--- src/rtl/muldiv_sequencer.sv ---
// Front-end sequencer for the 33-bit shift-add multiply/divide core (RISC-V M-extension).
// Optional result cache for repeat operand pairs: define MULDIV_RESULT_CACHE_EN.
module muldiv_sequencer #(
    parameter int XLEN = 32
) (
    input  logic            Clk,
    input  logic            Reset,
    input  logic            req_valid,
    output logic            req_ready,
    input  logic [2:0]      req_funct3,
    input  logic [XLEN-1:0] req_rs1,
    input  logic [XLEN-1:0] req_rs2,
    output logic            resp_valid,
    input  logic            resp_ready,
    output logic [XLEN-1:0] resp_result,
    output logic            core_run,
    output logic            core_div,
    output logic [XLEN:0]   core_opA,
    output logic [XLEN:0]   core_opB,
    input  logic [XLEN:0]   core_Aval,
    input  logic [XLEN:0]   core_Bval,
    input  logic            core_ready,
    output logic [2:0]      dbg_state
);

    // Both ports transfer on a rising edge where valid and ready are high together;
    // valid never waits on ready, and the response payload is held until it is taken.
    typedef enum logic [2:0] {
        IDLE   = 3'd0,
        LAUNCH = 3'd1,
        ARM    = 3'd2,
        WAIT   = 3'd3,
        RESP   = 3'd4
    } state_t;

    localparam logic [XLEN-1:0] MIN_NEG  = {1'b1, {(XLEN-1){1'b0}}};
    localparam logic [XLEN-1:0] ALL_ONES = '1;

    state_t          state_q;
    logic            req_ready_q;
    logic            resp_valid_q;
    logic [XLEN-1:0] resp_result_q;
    logic            core_run_q;
    logic            core_div_q;
    logic [XLEN:0]   core_opA_q;
    logic [XLEN:0]   core_opB_q;
    logic [2:0]      op_q;
    logic            neg_q;

    logic            is_div_d;
    logic            is_rem_d;
    logic            sgn_div_d;
    logic [XLEN-1:0] abs1_d;
    logic [XLEN-1:0] abs2_d;
    logic [XLEN:0]   opA_d;
    logic [XLEN:0]   opB_d;
    logic            neg_d;
    logic            div0_d;
    logic            ovf_d;
    logic            special_d;
    logic [XLEN-1:0] spec_res_d;
    logic            hit_d;
    logic [XLEN-1:0] hit_res_d;
    logic [XLEN-1:0] core_hi_d;
    logic [XLEN-1:0] core_lo_d;
    logic [XLEN-1:0] core_res_d;
    logic            unused_bits;

`ifdef MULDIV_RESULT_CACHE_EN
    logic            cache_valid_q;
    logic            cache_div_q;
    logic [2:0]      cache_f3_q;
    logic [XLEN-1:0] cache_rs1_q;
    logic [XLEN-1:0] cache_rs2_q;
    logic [XLEN-1:0] cache_hi_q;
    logic [XLEN-1:0] cache_lo_q;
    logic [XLEN-1:0] rs1_q;
    logic [XLEN-1:0] rs2_q;
`endif

    // hi is the product high word or the remainder; lo is the product low word or the quotient.
    function automatic logic [XLEN-1:0] select_result(input logic [2:0] f3, input logic neg,
                                                     input logic [XLEN-1:0] hi,
                                                     input logic [XLEN-1:0] lo);
        logic [XLEN-1:0] r;
        if (f3[2]) begin
            r = f3[1] ? hi : lo;
            if (neg) r = -r;
        end else begin
            r = (f3[1:0] == 2'd0) ? lo : hi;
        end
        return r;
    endfunction

    always_comb begin
        is_div_d  = req_funct3[2];
        is_rem_d  = req_funct3[1];
        sgn_div_d = req_funct3[2] & ~req_funct3[0];
        abs1_d    = req_rs1[XLEN-1] ? -req_rs1 : req_rs1;
        abs2_d    = req_rs2[XLEN-1] ? -req_rs2 : req_rs2;
        opA_d     = {req_rs1[XLEN-1], req_rs1};
        opB_d     = {req_rs2[XLEN-1], req_rs2};
        case (req_funct3)
            3'd2: opB_d = {1'b0, req_rs2};
            3'd3, 3'd5, 3'd7: begin
                opA_d = {1'b0, req_rs1};
                opB_d = {1'b0, req_rs2};
            end
            3'd4, 3'd6: begin
                opA_d = {1'b0, abs1_d};
                opB_d = {1'b0, abs2_d};
            end
            default: ;
        endcase
        neg_d      = sgn_div_d & (is_rem_d ? req_rs1[XLEN-1] : (req_rs1[XLEN-1] ^ req_rs2[XLEN-1]));
        div0_d     = is_div_d & (req_rs2 == '0);
        ovf_d      = sgn_div_d & (req_rs1 == MIN_NEG) & (req_rs2 == ALL_ONES);
        special_d  = div0_d | ovf_d;
        spec_res_d = div0_d ? (is_rem_d ? req_rs1 : ALL_ONES) : (is_rem_d ? '0 : MIN_NEG);

        // The 64-bit product sits at {Aval[30:0], Bval[32:0]}.
        core_hi_d  = op_q[2] ? core_Aval[XLEN-1:0] : {core_Aval[XLEN-2:0], core_Bval[XLEN]};
        core_lo_d  = core_Bval[XLEN-1:0];
        core_res_d = select_result(op_q, neg_q, core_hi_d, core_lo_d);

`ifdef MULDIV_RESULT_CACHE_EN
        hit_d = cache_valid_q && (cache_div_q == is_div_d) &&
                (req_rs1 == cache_rs1_q) && (req_rs2 == cache_rs2_q) &&
                (is_div_d ? (cache_f3_q[0] == req_funct3[0])
                          : ((req_funct3 == 3'd0) || (cache_f3_q == req_funct3)));
        hit_res_d = select_result(req_funct3, neg_d, cache_hi_q, cache_lo_q);
`else
        hit_d     = 1'b0;
        hit_res_d = '0;
`endif
    end

    assign unused_bits = core_Aval[XLEN];

    always_ff @(posedge Clk or posedge Reset) begin
        if (Reset) begin
            state_q       <= IDLE;
            req_ready_q   <= 1'b1;
            resp_valid_q  <= 1'b0;
            resp_result_q <= '0;
            core_run_q    <= 1'b0;
            core_div_q    <= 1'b0;
            core_opA_q    <= '0;
            core_opB_q    <= '0;
            op_q          <= 3'd0;
            neg_q         <= 1'b0;
`ifdef MULDIV_RESULT_CACHE_EN
            cache_valid_q <= 1'b0;
            cache_div_q   <= 1'b0;
            cache_f3_q    <= 3'd0;
            cache_rs1_q   <= '0;
            cache_rs2_q   <= '0;
            cache_hi_q    <= '0;
            cache_lo_q    <= '0;
            rs1_q         <= '0;
            rs2_q         <= '0;
`endif
        end else begin
            core_run_q <= 1'b0;
            case (state_q)
                IDLE: begin
                    if (req_valid) begin
                        op_q        <= req_funct3;
                        neg_q       <= neg_d;
                        req_ready_q <= 1'b0;
                        if (special_d) begin
                            resp_valid_q  <= 1'b1;
                            resp_result_q <= spec_res_d;
                            state_q       <= RESP;
`ifdef MULDIV_RESULT_CACHE_EN
                            cache_valid_q <= 1'b0;
`endif
                        end else if (hit_d) begin
                            resp_valid_q  <= 1'b1;
                            resp_result_q <= hit_res_d;
                            state_q       <= RESP;
                        end else begin
                            core_run_q <= 1'b1;
                            core_div_q <= is_div_d;
                            core_opA_q <= opA_d;
                            core_opB_q <= opB_d;
                            state_q    <= LAUNCH;
`ifdef MULDIV_RESULT_CACHE_EN
                            rs1_q      <= req_rs1;
                            rs2_q      <= req_rs2;
`endif
                        end
                    end
                end
                LAUNCH: state_q <= ARM;
                // The core is still lowering ready here, so it is not looked at.
                ARM: state_q <= WAIT;
                WAIT: begin
                    if (core_ready) begin
                        resp_valid_q  <= 1'b1;
                        resp_result_q <= core_res_d;
                        state_q       <= RESP;
`ifdef MULDIV_RESULT_CACHE_EN
                        cache_valid_q <= 1'b1;
                        cache_div_q   <= op_q[2];
                        cache_f3_q    <= op_q;
                        cache_rs1_q   <= rs1_q;
                        cache_rs2_q   <= rs2_q;
                        cache_hi_q    <= core_hi_d;
                        cache_lo_q    <= core_lo_d;
`endif
                    end
                end
                RESP: begin
                    if (resp_ready) begin
                        resp_valid_q <= 1'b0;
                        req_ready_q  <= 1'b1;
                        state_q      <= IDLE;
                    end
                end
                default: begin
                    state_q     <= IDLE;
                    req_ready_q <= 1'b1;
                end
            endcase
        end
    end

    assign req_ready   = req_ready_q;
    assign resp_valid  = resp_valid_q;
    assign resp_result = resp_result_q;
    assign core_run    = core_run_q;
    assign core_div    = core_div_q;
    assign core_opA    = core_opA_q;
    assign core_opB    = core_opB_q;
    assign dbg_state   = state_q;

endmodule
--- config.mk ---
export PLATFORM = sky130hd
export DESIGN_NAME = muldiv_sequencer
export DESIGN_NICKNAME = d
export VERILOG_FILES = /design/src/rtl/muldiv_sequencer.sv
export SDC_FILE = /design/constraint.sdc
export NUM_CORES = 1
export LEC_CHECK = 0
export ABC_AREA = 0
export CAP_MARGIN = 20
export CORE_MARGIN = 2
export CORE_UTILIZATION = 40
export DETAILED_ROUTE_END_ITERATION = 7
export PLACE_DENSITY = 0.8
export RECOVER_POWER = 100
export SLEW_MARGIN = 20
export SYNTH_ARGS = -nofsm -noshare
export SYNTH_HDL_FRONTEND = slang
export SYNTH_SLANG_ARGS = --single-unit
--- constraint.sdc ---
create_clock -name Clk -period 6.7 [get_ports Clk]
set_input_delay 0.67 -clock Clk [delete_from_list [all_inputs] [get_ports Clk]]
set_output_delay 0.67 -clock Clk [all_outputs]
set_load 0.03 [all_outputs]
Yosys cells after proc, flatten, opt, wreduce, memory -nomap -nowiden --
Cells that the tools add are included.
Operators by class: bitwise gates (word level) 10, $add $sub $neg 3, mux-type cells 33, reduce and logical (&&, ||, !) cells 15, equality and inequality tests 16
Operator list (count):
- $mux W32 | 13
- $pmux W33 S2 | 2
- $neg A32 Y32 | 3
- $eq A32 B32 Y1 const B | 2
- $pmux W32 S2 | 1
- $logic_not A32 Y1 | 1
- $eq A3 B3 Y1 const B | 5
- $pmux W3 S5 | 1
- $eq A3 B2 Y1 const B | 4
- $mux W3 | 4
- $mux W1 | 10
- $reduce_and A3 Y1 | 3
- $ne A2 B2 Y1 const B | 4
- $pmux W1 S3 | 2
- $reduce_or A3 Y1 | 2
- $and A1 B1 Y1 | 5
- $reduce_and A5 Y1 | 1
- $reduce_and A4 Y1 | 1
- $reduce_or A4 Y1 | 1
- $eq A3 B1 Y1 const B | 1
- $logic_not A3 Y1 | 1
- $not A1 Y1 | 3
- $reduce_bool A3 Y1 | 1
- $logic_not A2 Y1 | 1
- 5 further kinds | 5
Storage, ports and cells: word-level logic and storage cells 87, flip-flop bits (word level) 109

Longest topological paths before layout --
Gate-level depths: netlist of the first run.
word-level depth 8, gate-level depth with buffers 13, depth with buffers taken out 10

Least setup slack after synthesis of the first run --
No wires, ideal clock.
path kind in2reg, start input port req_rs1[0], end register resp_result_q[14] (netlist: resp_result[14]), slack 3.511 ns, required time 6.571 ns, path buffers 2, setup time 0.129 ns, data arrival time 3.060 ns, stages 12, cell sequence inv_1 -> ha_1 -> or4b_2 -> nor4_4 -> and3_1 -> buf_2 -> nand4_1 -> nor2_1 -> nor2_2 -> buf_6 -> a221oi_2 -> o21ai_1
On the way: longest elaborated chain between the ends 6
RTL lines:
- start, declared | line 11 | input logic [XLEN-1:0] req_rs1,
- $eq A32 B32 Y1 | line 117 | ovf_d = sgn_div_d & (req_rs1 == MIN_NEG) & (req_rs2 == ALL_ONES);
- $and A1 B1 Y1 (2 in a row) | line 117
- $or A1 B1 Y1 | line 118 | special_d = div0_d | ovf_d;
- $ne A2 B2 Y1 (no line)
- $reduce_and A4 Y1 (no line)
- end signal, assigned | line 173 | resp_result_q <= spec_res_d;
- end signal, assigned | line 180 | resp_result_q <= hit_res_d;
- end signal, assigned | line 201 | resp_result_q <= core_res_d;
- end, declared | line 42 | logic [XLEN-1:0] resp_result_q;
No other way between the ends. A chain may end at the register's enable or synchronous reset.

Final worst setup path of the first run --
Ends and elaborated chain as after synthesis.

==> impl_metrics.py, run 1 <==
metrics = {
    "place": {
        "placedCellCount": 1436,
        "number_of_buffers_added_on_ports": 241,
        "dp_hpwl_um": 20500,
        "gp_congestion": 1.02,
    },
    "floorplan": {
        "core_area_um2": 19400,
        "die-height_um": 145,
        "io_pins": 243,
        "fp-row-count": 51,
        "floorplan.initialDensity": 0.408,
        "die_x_um": 145,
        "die-area_um2": 20900,
    },
    "sta": {
        "setup_viol": 0,
        "timing.final.crit_share": 0.761,
        "period_minus_slack_ns": 5.10,
        "timing_hold_violations_final": 0,
        "slew_headroom": -0.964,
        "number_of_max_slew_violations_in_the_final_report": 100,
        "max_freq_ghz": 0.196,
        "setup_repair_after_global_routing_missed_its_margin": "no",
        "worst_clock_skew_ns": 0.0110,
        "finalSetupTns_ns": 0,
        "tightestPinTransition_ns": 2.93,
    },
    "layout": {
        "antenna_cells": 0,
        "drive_gt1_frac": 0.0573,
        "layout.cells.non_filler": 1452,
        "area_delta_synth_final_pct": 35.5,
        "final_nets": 1324,
    },
    "clocking": {
        "cts-htree-levels": 3,
        "cts_max_path_buffers": 2,
        "clockRootBuffer": "sky130_fd_sc_hd__clkbuf_16",
        "clock_sink_count": 109,
        "worst_skew_pair.late_latency_ns": 0.36,
        "hold_buffers": 0,
        "cts.clk_slew.worst_paths_ns": 0.08,
        "cells_resized_by_post_cts_repair": 0,
        "cts_tree": "yes",
        "cts_buffer_count": 9,
        "post-cts-setup-buffer-count": 0,
    },
    "power_and_ir_drop": {
        "leakagePower_nw": 4.08,
        "max_vdd_drop_mv": 0.281,
        "power_per_cell_area_nw_per_um2": 420,
        "total_power_consumption_w": 0.00450,
    },
    "grt": {
        "grt_max_degree": 85,
        "grt_pass1_vias": 7559,
        "grt_pass1_wl_um": 41200,
        "globalRoute.totalOverflow": 0,
        "initial_antenna_violation_count": 2,
        "grtUsageTotal": 0.255,
    },
    "routing": {
        "wl_met3_um": 1840,
        "dr.first_iter.drc_count": 719,
        "wl_met2_um": 12700,
        "dr.pass1.iters": 5,
        "top_layer_used": "met5",
        "detail_route.wirelength.met1_um": 11700,
        "detail-route-antenna-nets": 0,
        "wire_per_inst_um": 18.7,
        "route.detailed.drc": 0,
        "detailroute.via_count": 8282,
        "avgViaCountPerCell": 5.70,
        "totalWireLength_um": 27100,
    },
    "setup_path": {
        "cp_cell_sequence": "dlygate4sd3_1, inv_1, ha_1, or4b_2, nor4_1, and3_1, nand4_1, nor2_1, nor2_2, clkbuf_1, a221oi_1, o21ai_1",
        "setup.worst_path.start_class": "primary input",
        "r2r_start": "op_q[2]$_DFFE_PP0P_",
        "timing.critical_path.fanout_max": 34,
        "crit_start": "req_rs1[0]",
        "required_ns": 6.93,
        "cpMaxStageDelayCell": "sky130_fd_sc_hd__nor4_1",
        "critical_path_arrival_ns": 5.33,
        "timing.critical_path.max_delay_family": "simple AND/OR/NAND/NOR gates",
        "worstPathBufferInverterCount": 3,
        "crit_path_end_kind": "flop",
        "critPathKind": "primary input to flop",
        "cpPeakStageDelay_ns": 0.86,
    },
    "synth": {
        "synth-warning-count": 0,
        "synth_top_cells_by_count": "129 x sky130_fd_sc_hd__nor2_1, 116 x sky130_fd_sc_hd__a21oi_1, 108 x sky130_fd_sc_hd__dfrtp_1",
        "most_frequent_cell_after_synthesis": "sky130_fd_sc_hd__nor2_1",
        "syn_nets": 1125,
        "synth_enable_flop_cells": 0,
        "post_synth_instance_area_um2": 7910,
        "avgSynthCellArea_um2": 8.04,
        "post_synth_num_cell_types": 66,
        "postSynth.asyncResetShare": 1.00,
        "synth_top_cell_area_share": 0.342,
        "synth_area_leaders": "sky130_fd_sc_hd__dfrtp_1 34%, sky130_fd_sc_hd__a21oi_1 7.3%, sky130_fd_sc_hd__nor2_1 6.1%",
        "synthFlopType": "sky130_fd_sc_hd__dfrtp_1",
        "yosys_register_bits": 109,
        "seq_area_frac_synth": 0.345,
        "syn-instance-count": 983,
        "synth_largest_area_cell": "sky130_fd_sc_hd__dfrtp_1",
    },
    "min_path": {
        "worst_hold_path_type": "flop to flop",
        "hold_path.startpoint": "resp_result[8]$_DFFE_PP0P_",
    },
    "job": {
        "total_of_max_cap_violations": 2,
    },
    "run_status": {
        "run_status": "complete, but fails checks",
        "failed_checks": "max-capacitance violations, max-slew violations",
    },
}
==> power breakdown <==
part,switching (W),internal [W]
Sequential,0.000248,0.000984
Combinational,0.00169,0.00102
Clock,0.000264,0.000293
Total,0.00220,0.00229
==> layer usage <==
layer | vias up | global-route usage
met2 | 349 | 0.411
met4 | 4 | 0.0797
li1 | 3931 | -
met1 | 3946 | 0.347
met5 | - | 0
met3 | 52 | 0.0490
==> registers in the layout, summed over array words and instances (netlist names) <==
name         count
resp_valid       1
resp_result     32
core_opA        33
dbg_state        3
req_ready        1
neg_q            1
core_div         1
core_run         1
core_opB        33
op_q             3
==> stage by stage <==
| stage | worst slack, ns | utilization | area (um2) | hold WS [ns] |
|---|---|---|---|---|
| 2_1_floorplan | 3.16 | - | 7910 | 0.511 |
| 3_5_place_dp | 2.03 | 0.538 | 10400 | 0.473 |
| 3_3_place_gp | 2.06 | 0.538 | 10400 | 0.459 |
| 5_1_grt | 1.21 | 0.552 | 10700 | 0.500 |
| 6_report | 1.60 | 0.552 | 10700 | 0.479 |
| 4_1_cts | 2.41 | 0.554 | 10700 | 0.492 |
==> area by class of cell <==
type,instances,area [um2]
flip-flops and latches,109,2730
multi-input cells,794,4820
repair buffers,247,2450
well taps,265,332
inverters,21,80.1
clock inverters,7,73.8
fillers,1864,8690
clock buffers,9,225
==> layout by cell type, fill, tap and decap left out, types with 3 or more instances in the layout <==
cell / n
sky130_fd_sc_hd__or4_1: 10
sky130_fd_sc_hd__mux2_2: 25
sky130_fd_sc_hd__clkdlybuf4s50_1: 132
sky130_fd_sc_hd__a21o_1: 3
sky130_fd_sc_hd__a21oi_1: 116
sky130_fd_sc_hd__o21ai_0: 59
sky130_fd_sc_hd__inv_1: 20
sky130_fd_sc_hd__nor2_1: 127
sky130_fd_sc_hd__ha_1: 4
sky130_fd_sc_hd__a311oi_1: 3
sky130_fd_sc_hd__dfrtp_1: 106
sky130_fd_sc_hd__or2_2: 5
sky130_fd_sc_hd__o221ai_1: 3
sky130_fd_sc_hd__dlygate4sd3_1: 109
sky130_fd_sc_hd__a31oi_1: 17
sky130_fd_sc_hd__or3_1: 12
sky130_fd_sc_hd__and3_1: 7
sky130_fd_sc_hd__xor2_1: 34
sky130_fd_sc_hd__nand3_1: 26
sky130_fd_sc_hd__nand2b_1: 8
sky130_fd_sc_hd__o31ai_1: 11
sky130_fd_sc_hd__a211oi_1: 11
sky130_fd_sc_hd__o211ai_1: 12
sky130_fd_sc_hd__buf_4: 5
sky130_fd_sc_hd__xnor2_1: 49
sky130_fd_sc_hd__o41ai_1: 6
sky130_fd_sc_hd__nand4_1: 19
sky130_fd_sc_hd__o21ai_1: 4
sky130_fd_sc_hd__mux2i_1: 40
sky130_fd_sc_hd__nand2_1: 106
sky130_fd_sc_hd__nor4_1: 8
sky130_fd_sc_hd__nor3_1: 27
sky130_fd_sc_hd__clkbuf_16: 9
sky130_fd_sc_hd__nor2b_1: 4
==> worst reg2reg max path: stages, from the launching register on <==
cell and delay, ns:
sky130_fd_sc_hd__dfrtp_2 0.84, sky130_fd_sc_hd__buf_4 0.53, sky130_fd_sc_hd__mux2_2 0.40, sky130_fd_sc_hd__mux2i_1 0.33, sky130_fd_sc_hd__nand3b_1 0.25, sky130_fd_sc_hd__nor3_1 0.65, sky130_fd_sc_hd__a31oi_1 0.20, sky130_fd_sc_hd__xnor2_1 0.19
sky130_fd_sc_hd__a21oi_1 0.10, sky130_fd_sc_hd__o31ai_1 0.25
==> kinds of logic (layout without fill, tap and decap cells) <==
logic type | Yosys count | count (layout) | share of synthesized area
AOI/OAI and AO/OA | 264 | 264 | 0.197
buffers and inverters | 80 | 284 | 0.0442
adders and majority gates | 4 | 4 | 0.00633
xor gates and xnor gates | 83 | 83 | 0.0919
and+or+nand+nor | 376 | 376 | 0.226
DFF | 109 | 109 | 0.345
muxes | 67 | 67 | 0.0891
==> final timing paths <==
path	cells past startpoint	slack [ns]	end
max	12	1.60	resp_result[14]$_DFFE_PP0P_
min	2	0.48	resp_result[8]$_DFFE_PP0P_
max reg2reg	9	2.85	resp_result[31]$_DFFE_PP0P_
min reg2reg	2	0.48	resp_result[8]$_DFFE_PP0P_
max in group asynchronous	3	3.45	op_q[1]$_DFFE_PP0P_
min in group asynchronous	2	1.60	core_opA[18]$_DFFE_PP0P_
No activity file was read; power rests on OpenSTA's default activity.
==> run 2: changes to the inputs <==
Settings changed: PLACE_DENSITY 0.8 to 0.83.
Clock period 6.7 ns to 4.6 ns, I/O delays scaled along.
==> run 2 against run 1 <==
Effect of this change:
- the run still ends with max-capacitance violations, max-slew violations left
- sequential cell count unchanged
- non-clock buffer count grew 11
- wire length grew 1.6%
- sequential share of layout area down 0.15 points
- global-route usage is 0.45 points higher
- register-to-register slack lost 2.1 ns
- count of clock-buffer cells in the layout up 3
- core utilization grew 0.34 points
- final cell count grew 0.76%
- total power up 46%
- cell area up 0.61%
- clock power up 40%
- critical path type unchanged
- critical endpoint is now resp_result[2]$_DFFE_PP0P_
- largest cell class unchanged
- highest routed layer is now met4
==> impl_metrics.py, run 2 (synthesis results as in run 1) <==
metrics = {
    "run_status": {
        "run_status": "complete, but fails checks",
        "failed_checks": "max-capacitance violations, max-slew violations",
    },
    "clocking": {
        "cts-htree-levels": 3,
        "cts_max_path_buffers": 2,
        "cts_tree": "yes",
        "clockRootBuffer": "sky130_fd_sc_hd__clkbuf_16",
        "post-cts-setup-buffer-count": 0,
        "cts_buffer_count": 9,
        "cells_resized_by_post_cts_repair": 0,
        "worst_skew_pair.late_latency_ns": 0.36,
        "hold_buffers": 0,
        "cts.clk_slew.worst_paths_ns": 0.08,
        "clock_sink_count": 109,
    },
    "grt": {
        "grt_max_degree": 45,
        "initial_antenna_violation_count": 1,
        "grtUsageTotal": 0.260,
        "grt_pass1_vias": 7931,
        "grt_pass1_wl_um": 42200,
        "globalRoute.totalOverflow": 0,
    },
    "sta": {
        "worst_clock_skew_ns": 0.00692,
        "timing.final.crit_share": 0.869,
        "setup_viol": 0,
        "timing_hold_violations_final": 0,
        "number_of_max_slew_violations_in_the_final_report": 44,
        "setup_repair_after_global_routing_missed_its_margin": "no",
        "finalSetupTns_ns": 0,
        "period_minus_slack_ns": 4.00,
        "holdWs_ns": 0.484,
        "tightestPinTransition_ns": 1.88,
        "max_freq_ghz": 0.250,
        "slew_headroom": -0.259,
    },
    "layout": {
        "layout_commonest_cell": "sky130_fd_sc_hd__clkdlybuf4s50_1",
        "final_nets": 1335,
        "final_cell_mix": "133 x sky130_fd_sc_hd__clkdlybuf4s50_1, 128 x sky130_fd_sc_hd__nor2_1, 116 x sky130_fd_sc_hd__a21oi_1, 108 x sky130_fd_sc_hd__dlygate4sd3_1",
        "area_delta_synth_final_pct": 36.3,
        "drive_gt1_frac": 0.0626,
        "nFillCells": 1833,
        "antenna_cells": 0,
    },
    "routing": {
        "dr.first_iter.drc_count": 644,
        "route.detailed.drc": 0,
        "totalWireLength_um": 27500,
        "dr.pass1.iters": 5,
        "wire_per_inst_um": 18.8,
        "avgViaCountPerCell": 5.70,
        "detail-route-antenna-nets": 0,
        "detailroute.via_count": 8333,
    },
    "floorplan": {
        "io_pins": 243,
        "fp-row-count": 51,
        "floorplan.initialDensity": 0.408,
        "die-height_um": 145,
        "die_x_um": 145,
        "core_area_um2": 19400,
        "die-area_um2": 20900,
    },
    "setup_path": {
        "worst_r2r_path_depth": 9,
        "crit_path_end_kind": "flop",
        "critical_path_arrival_ns": 4.24,
        "r2r_setup_slack_ns": 0.79,
        "required_ns": 4.84,
        "setup.worst_path.start_class": "primary input",
        "timing.critical_path.fanout_max": 14,
        "critPathKind": "primary input to flop",
    },
    "power_and_ir_drop": {
        "leakagePower_nw": 4.13,
        "max_vdd_drop_mv": 0.359,
        "power_per_cell_area_nw_per_um2": 609,
    },
    "min_path": {
        "worst_hold_path_type": "flop to flop",
        "whs_path_depth": 1,
    },
    "job": {
        "total_of_max_cap_violations": 2,
    },
    "place": {
        "number_of_buffers_added_on_ports": 241,
        "gp_congestion": 1.01,
        "dp_hpwl_um": 21300,
    },
}
-- run 2: changes by cell type in the layout (fill, tap and decap cells not counted), sizes merged --
cell           change
bufinv             -1
buf                +4
clkbuf            +10
dlygate4sd3        -1
clkdlybuf4s50      +1
clkinvlp           -1
clkinv             -1
-- run 2: metal layers --
metal | routed length, um | GRT usage | part of all wire
met1 | 11300 | 0.339 | 0.41
met2 | 13000 | 0.428 | 0.47
met3 | 2220 | 0.0546 | 0.081
met4 | 957 | 0.0894 | 0.035
met5 | 0 | 0 | 0
-- run 2: cell type report --
class	count	area [um2]	area share
Clock inverter	4	40.0	0.00371
Multi-Input combinational cell	794	4820	0.448
Timing Repair Buffer	258	2510	0.233
Tap cell	265	332	0.0308
Sequential cell	109	2730	0.253
Clock buffer	12	256	0.0238
Inverter	21	80.1	0.00743
-- run 2: worst max-delay path, cell delays in order --
cell and delay (ns):
sky130_fd_sc_hd__dlygate4sd3_1 0.58, sky130_fd_sc_hd__inv_1 0.09, sky130_fd_sc_hd__ha_1 0.19, sky130_fd_sc_hd__or4b_2 0.68, sky130_fd_sc_hd__nor4_4 0.45, sky130_fd_sc_hd__and3_1 0.35
sky130_fd_sc_hd__nand4_1 0.13, sky130_fd_sc_hd__nor2_1 0.31, sky130_fd_sc_hd__nor2_1 0.31, sky130_fd_sc_hd__clkbuf_1 0.34, sky130_fd_sc_hd__a311oi_1 0.27, sky130_fd_sc_hd__nor2_1 0.06
-- run 2: per-stage QoR --
step | setup WS [ns] | area (um2) | total power [W] | cells | util
final | 0.604 | 10800 | 0.00656 | 1463 | 0.556
after global routing | 0.317 | 10800 | 0.00698 | 1463 | 0.556
after CTS | 0.833 | 10800 | 0.00677 | 1462 | 0.557
after detailed placement | 0.472 | 10500 | 0.00598 | 1446 | 0.542
after global placement | 0.518 | 10500 | 0.00589 | 1446 | 0.542
after floorplan | 1.27 | 7910 | 0.00437 | 983 | -
-- run 2: worst paths after layout --
check,from,endpoint
setup / recovery,req_rs1[0],resp_result[2]$_DFFE_PP0P_
hold / removal,resp_result[30]$_DFFE_PP0P_,resp_result[30]$_DFFE_PP0P_
setup reg to reg,op_q[2]$_DFFE_PP0P_,resp_result[31]$_DFFE_PP0P_
hold reg to reg,resp_result[30]$_DFFE_PP0P_,resp_result[30]$_DFFE_PP0P_
max in group asynchronous,Reset,core_opB[12]$_DFFE_PP0P_
min in group asynchronous,Reset,core_opA[4]$_DFFE_PP0P_
-- run 2: where the power goes --
part	internal [W]	total, W	switching [W]
combinational	0.00150	0.00395	0.00245
clock	0.000408	0.000778	0.000370
sequential	0.00143	0.00184	0.000404
total	0.00334	0.00656	0.00322
